`src/rtl/capture_buffer.sv`:
```
// Sample-capture buffer: one-shot or ring capture into a DEPTH-entry array, logical-order registered read.
// Optional decimation of the input stream is enabled by defining CAPTURE_BUFFER_DECIM_EN.
module capture_buffer #(
  parameter int WIDTH  = 4,
  parameter int DEPTH  = 8,
  parameter int ADDR_W = $clog2(DEPTH)
) (
  input  logic              clk,
  input  logic              rst,
  input  logic              start,
  input  logic              stop,
  input  logic              mode,
  input  logic [WIDTH-1:0]  din,
  input  logic              din_valid,
`ifdef CAPTURE_BUFFER_DECIM_EN
  input  logic [3:0]        decim,
`endif
  output logic              busy,
  output logic              done,
  output logic              wrapped,
  output logic [ADDR_W:0]   count,
  input  logic [ADDR_W-1:0] rd_addr,
  output logic [WIDTH-1:0]  rd_data
);

  localparam logic [1:0] S_IDLE = 2'd0;
  localparam logic [1:0] S_CAP  = 2'd1;
  localparam logic [1:0] S_DONE = 2'd2;

  localparam logic [ADDR_W:0] FULL = (ADDR_W+1)'(DEPTH);
  localparam logic [ADDR_W:0] LAST = (ADDR_W+1)'(DEPTH-1);

  logic [1:0]        state;
  logic [WIDTH-1:0]  mem [DEPTH];
  logic [ADDR_W-1:0] wr_ptr;
  logic [ADDR_W-1:0] oldest;
  logic [ADDR_W-1:0] phys;
  logic              mode_q;
  logic              accept;
  logic              take;
  logic              wr_en;

`ifdef CAPTURE_BUFFER_DECIM_EN
  logic [3:0] decim_q;
  logic [3:0] dcnt;
  assign take = (dcnt == 4'd0);
`else
  assign take = 1'b1;
`endif

  // start is only honoured outside CAPTURE; it always beats a coincident stop
  assign accept = start && (state != S_CAP);
  assign wr_en  = (state == S_CAP) && din_valid && take;

  // once the ring has overwritten, the oldest sample sits at the write pointer
  assign oldest = (count == FULL && wrapped) ? wr_ptr : '0;
  assign phys   = oldest + rd_addr;

  assign busy = (state == S_CAP);
  assign done = (state == S_DONE);

  always_ff @(posedge clk) begin
    if (rst) begin
      state   <= S_IDLE;
      wr_ptr  <= '0;
      count   <= '0;
      wrapped <= 1'b0;
      mode_q  <= 1'b0;
      rd_data <= '0;
      for (int i = 0; i < DEPTH; i++) mem[i] <= '0;
`ifdef CAPTURE_BUFFER_DECIM_EN
      decim_q <= 4'd0;
      dcnt    <= 4'd0;
`endif
    end else begin
      rd_data <= mem[phys];
      if (accept) begin
        state   <= S_CAP;
        mode_q  <= mode;
        wr_ptr  <= '0;
        count   <= '0;
        wrapped <= 1'b0;
`ifdef CAPTURE_BUFFER_DECIM_EN
        decim_q <= decim;
        dcnt    <= 4'd0;
`endif
      end else if (state == S_CAP) begin
        if (wr_en) begin
          mem[wr_ptr] <= din;
          wr_ptr      <= wr_ptr + ADDR_W'(1);
          if (count == FULL) wrapped <= 1'b1;
          else               count   <= count + (ADDR_W+1)'(1);
        end
        if (stop || (wr_en && !mode_q && count == LAST)) state <= S_DONE;
`ifdef CAPTURE_BUFFER_DECIM_EN
        if (din_valid) dcnt <= (dcnt == decim_q) ? 4'd0 : dcnt + 4'd1;
`endif
      end
    end
  end

endmodule

```
`config.mk`:
```
export PLATFORM = sky130hd
export DESIGN_NAME = capture_buffer
export DESIGN_NICKNAME = d
export VERILOG_FILES = /design/src/rtl/capture_buffer.sv
export SDC_FILE = /design/constraint.sdc
export NUM_CORES = 1
export LEC_CHECK = 0
export ABC_CLOCK_PERIOD_IN_PS = 4500
export CAP_MARGIN = 10
export CORE_AREA = 5 5 65 72
export DETAILED_ROUTE_END_ITERATION = 6
export DIE_AREA = 0 0 70 77
export PLACE_DENSITY = 0.82
export SLEW_MARGIN = 30
export SYNTH_ARGS = -nofsm -noshare
export SYNTH_HDL_FRONTEND = slang
export SYNTH_SLANG_ARGS = --single-unit
```
`constraint.sdc`:
```
create_clock -name clk -period 4.5 [get_ports clk]
set_input_delay 1.35 -clock clk [delete_from_list [all_inputs] [get_ports clk]]
set_output_delay 1.35 -clock clk [all_outputs]
set_load 0.05 [all_outputs]
```
Yosys cells after proc, flatten, opt, wreduce, memory -nomap -nowiden
Memory sizes are Yosys's and may differ from the RTL's. A register that Yosys moved wholly into a read port is not among the register bits.
Index checks and enable logic that the tools add are counted.
{"block": "op_classes", "reduce_logical": 16, "mux": 14, "n_eq_ne": 5, "n_bitwise": 1, "addsub": 3}
{"cell": "$mux 1", "count": 11}
{"cell": "$mux 3", "count": 2}
{"cell": "$reduce_and 2->1", "count": 3}
{"cell": "$reduce_and 3->1", "count": 2}
{"cell": "$logic_and 1x1->1", "count": 5}
{"cell": "$add 4x1->4 const B", "count": 1}
{"cell": "$eq 4x3->1 const B", "count": 1}
{"cell": "$eq 4x4->1 const B", "count": 1}
{"cell": "$mux 4", "count": 1}
{"cell": "$reduce_bool 2->1", "count": 2}
{"cell": "$reduce_or 4->1", "count": 1}
{"cell": "$add 3x1->3 const B", "count": 1}
{"cell": "$add 3x3->3", "count": 1}
{"cell": "$eq 2x1->1 const B", "count": 1}
{"cell": "$eq 2x2->1 const B", "count": 1}
{"cell": "$ne 2x1->1 const B", "count": 1}
{"cell": "$reduce_or 2->1", "count": 1}
{"cell": "$logic_not 1->1", "count": 1}
{"cell": "$logic_or 1x1->1", "count": 1}
{"cell": "$not 1->1", "count": 1}
{"block": "word_totals", "mem_bits_rw": 32, "register_bits": 11, "inputBits": 13, "wordCells": 46, "output_inout_bits": 11, "n_memories": 1}
{"name": "mem", "depth": 8, "width": 4, "read_ports": 1, "rd_clocked_by_memory_dff": 1, "write_ports": 8, "line_no": "34", "rtl": "logic [WIDTH-1:0] mem [DEPTH];"}

Logic depth before layout (Yosys ltp)
{"block": "logic_depth", "depth_word": 9, "depth_mapped": 11, "ltp_nobuf": 10}

Worst setup path before layout
No wires, ideal clock.
{"block": "synth_timing", "kind": "input -> register", "start": "input rd_addr[0]", "end": "register rd_data[0] (read register of mem)", "t_required_ps": 4375, "path_buffers": 1, "setup_time_ps": 125, "path_slack_ps": 1664, "t_arrival_ps": 2711, "path_stages": 7, "path_cell_list": "ha_1 -> inv_1 -> fa_1 -> clkbuf_1 -> mux4_2 -> nand2b_1 -> mux2i_1"}
{"block": "synth_between", "elab_chain_len": 1}
{"item": "start, declared", "line_no": "22", "rtl": "input logic [ADDR_W-1:0] rd_addr,"}
{"item": "$add 3x3->3", "line_no": "57", "rtl": "assign phys = oldest + rd_addr;"}
{"item": "end, declared", "line_no": "23", "rtl": "output logic [WIDTH-1:0] rd_data"}
No other way between the ends.
A chain may end at the register's enable or synchronous reset.

==> results.cfg <==
[setup_path]
arrival_ns = 3.02
cp_num_buf_inv = 1
crit_type = in -> reg
r2r-end = rd_data[3]
reg2reg_slack_ns = 1.89
required_ns = 4.46
worstPathMaxFanout = 10
cp-end-kind = register
cp_top_family = simple AND/OR/NAND/NOR gates
reg2reg_depth = 10
path_cells = clkdlybuf4s50_1, and3b_1, nand3_2, o21bai_1
crit_path_max_incr_delay_ns = 0.50
crit_path_top_delay_cell = clkdlybuf4s50_1
critPathLaunchType = input port
timing.rr.start = count[0]

[floorplanning]
boundaryPins = 24
num_rows = 24
core_sq_um = 3900
die_height_microns = 77
start_util_pct = 57.2
die_w_microns = 70
dieArea_sq_um = 5390

[logic_synthesis]
yosys.area.top_type = edfxtp_1
ys_top_cells_by_count = nor2_1, edfxtp_1, dfxtp_1
synth_seq_area_share_pct = 56.5
synthArstFlopShare_pct = 0
postSynthCellCount = 181
syn_avg_cell_area_sq_um = 12.3
ys_ff_latch = 47
ys_top_cells_by_area = edfxtp_1, dfxtp_1, mux4_2
yosysTopAreaCellShare_pct = 43.0
synthDistinctLibCells = 35
synth_edf_count = 32
synth_area_sq_um = 2230
synth_nets = 199
synth_flop_cell = edfxtp_1
ys_warn_count = 0
synth.most_common_cell = nor2_1

[pwr]
power.density_nw_per_um2 = 337
irDropWorstVdd_mv = 0.201
p_int_w = 0.000680
clockPowerShare_pct = 34.2
pwr-share-seq_pct = 55.3
leakagePower_nw = 0.903
p_switching_w = 0.000194
combPwrFrac_pct = 10.5
swShare_pct = 22.2

[global_route]
grt_pass1_wl_microns = 7060
grt_overflow_total = 0
grt_usage_pct = 16.8
grt_antenna_before_repair = 0
grt_max_degree = 22
grt_pass1_vias = 1474

[sta]
skew_ns = 0.00383
fin_crit_sh_pct = 68.1
worst_pin_slew_ns = 0.571
finalCriticalPeriod_ns = 3.06
relSlewSlack_pct = 61.8
tns_ns = 0
fin_ws_ns = 1.44
slew_viol_final = 0
max_freq_mhz = 327
hold_violations = 0
setup_viol_count_final = 0
rsz0062_at_grt = no
hold_ws_ns = 0.510

[detailed_routing]
drt-total-wl_microns = 4110
wirelength_met1_microns = 1700
firstDrtPassIters = 4
ant_nets = 0
drc = 0
highest_layer = met4
vias_per_cell = 5.42
wl_per_cell_microns = 16.1
wl_met2_microns = 2200
drt_iter0_markers = 61
wl_met3_microns = 168
vias = 1388

[cts]
cts_resized = 0
cts_root_buf = clkbuf_8
cts_buffer_depth = 2
h-tree-depth = 2
insertion_delay_ns = 0.30
ctsHoldBuffers = 0
clkTransAtPathRegs_ns = 0.08
cts_setup_buffers = 0
cts_tree = built
cts.sinks = 47
cts_made_buffers = 5

[placed_design]
pre_cts_ws_ns = 1.10
portBuffers = 23
dp_hpwl_microns = 3220
numPlacedInstances = 248
place.gp.congestion = 0.828

[layout]
drive_gt1_share_pct = 16.2
num-nets-final = 221
area_delta_synth_final_pct = 16.1
fillers = 299
diodes = 0
finalNonFillerCells = 256

[min_path]
min_from = state[1]
holdPathEnd = state[1]
hold_depth = 2
hp-class = reg -> reg

[run_status]
status = finished clean

[flow_run]
maxCapViolCount = 0
[power groups by stage]
stage / sequential (W) / combinational, W / clock [W]
6_report: 0.000483 / 0.0000916 / 0.000299
3_3_place_gp: 0.000492 / 0.0000896 / 0
4_1_cts: 0.000483 / 0.0000929 / 0.000303
3_5_place_dp: 0.000493 / 0.0000926 / 0
2_1_floorplan: 0.000501 / 0.0000550 / 0
5_1_grt: 0.000485 / 0.0000984 / 0.000322
[registers in the layout, indices dropped and copies added, names as in the netlist]
name / flops
wrapped: 1
rd_data: 4
wr_ptr: 3
mem: 32
state: 2
mode_q: 1
count: 4
[metal layers]
metal | GRT usage (%) | vias to the layer above
met4 | 6.90 | 0
met3 | 3.79 | 4
li1 | - | 670
met2 | 29.3 | 33
met5 | 0 | -
met1 | 19.9 | 681
[tightest hold or removal path, cell delays in order (launching register included)]
cell and delay [ns]:
dfxtp_1 0.36, a21oi_1 0.05, nor2_1 0.07
[cell families (layout without fill, tap and decap cells)]
| logic type | Yosys count | after routing | synth area share [%] |
|---|---|---|---|
| simple gates | 81 | 81 | 18.2 |
| mux | 14 | 14 | 10.8 |
| xor+xnor | 6 | 6 | 3.53 |
| compound gates | 15 | 15 | 5.10 |
| flops | 47 | 47 | 56.5 |
| buf+inv | 13 | 36 | 2.80 |
| fa+ha+maj | 5 | 5 | 3.14 |
[per-stage QoR]
stage	utilization (%)	total power, W	area, sq um
finish	66.4	0.000874	2590
global route	66.4	0.000905	2590
floorplan	-	0.000556	2230
detailed placement	63.6	0.000586	2480
global placement	63.6	0.000582	2480
CTS	66.4	0.000879	2590
[cell type report]
type | count | area [sq um] | share of cell area (%)
clock buffers | 5 | 68.8 | 2.66
clock inverters | 3 | 38.8 | 1.50
inverters | 5 | 18.8 | 0.724
multi-input cells | 121 | 908 | 35.1
flip-flops and latches | 47 | 1260 | 48.7
well taps | 52 | 65.1 | 2.51
repair buffers | 23 | 230 | 8.88
[worst max path at each step]
| stage | from | endpoint | slack, ns | depth (start not counted) |
|---|---|---|---|---|
| after floorplan | rd_addr[0] | rd_data[0] | 1.66 | 7 |
| after global placement | rd_addr[0] | rd_data[0] | 1.17 | 7 |
| after detailed placement | rd_addr[0] | rd_data[1] | 1.10 | 7 |
| after CTS | rd_addr[0] | rd_data[1] | 1.43 | 7 |
| after global routing | din_valid | mem[7][0] | 1.33 | 4 |
| final | din_valid | mem[3][2] | 1.44 | 4 |
[cells in the final DEF (no fill, tap or decap), types with 3 or more instances in the layout]
master           Yosys  routed
a21oi_1              4       4
mux2i_1              6       6
mux4_2               8       8
ha_1                 4       4
nand2b_1            11      11
clkdlybuf4s50_1      0      23
nor2_2               8       8
edfxtp_1            32      32
clkbuf_8             0       5
xnor2_1              3       3
dfxtp_1             15      15
inv_1                4       4
o21bai_1             6       6
nand2_1             14      14
nor2_1              36      36
Note: power is estimated with default switching activity, not from simulation.
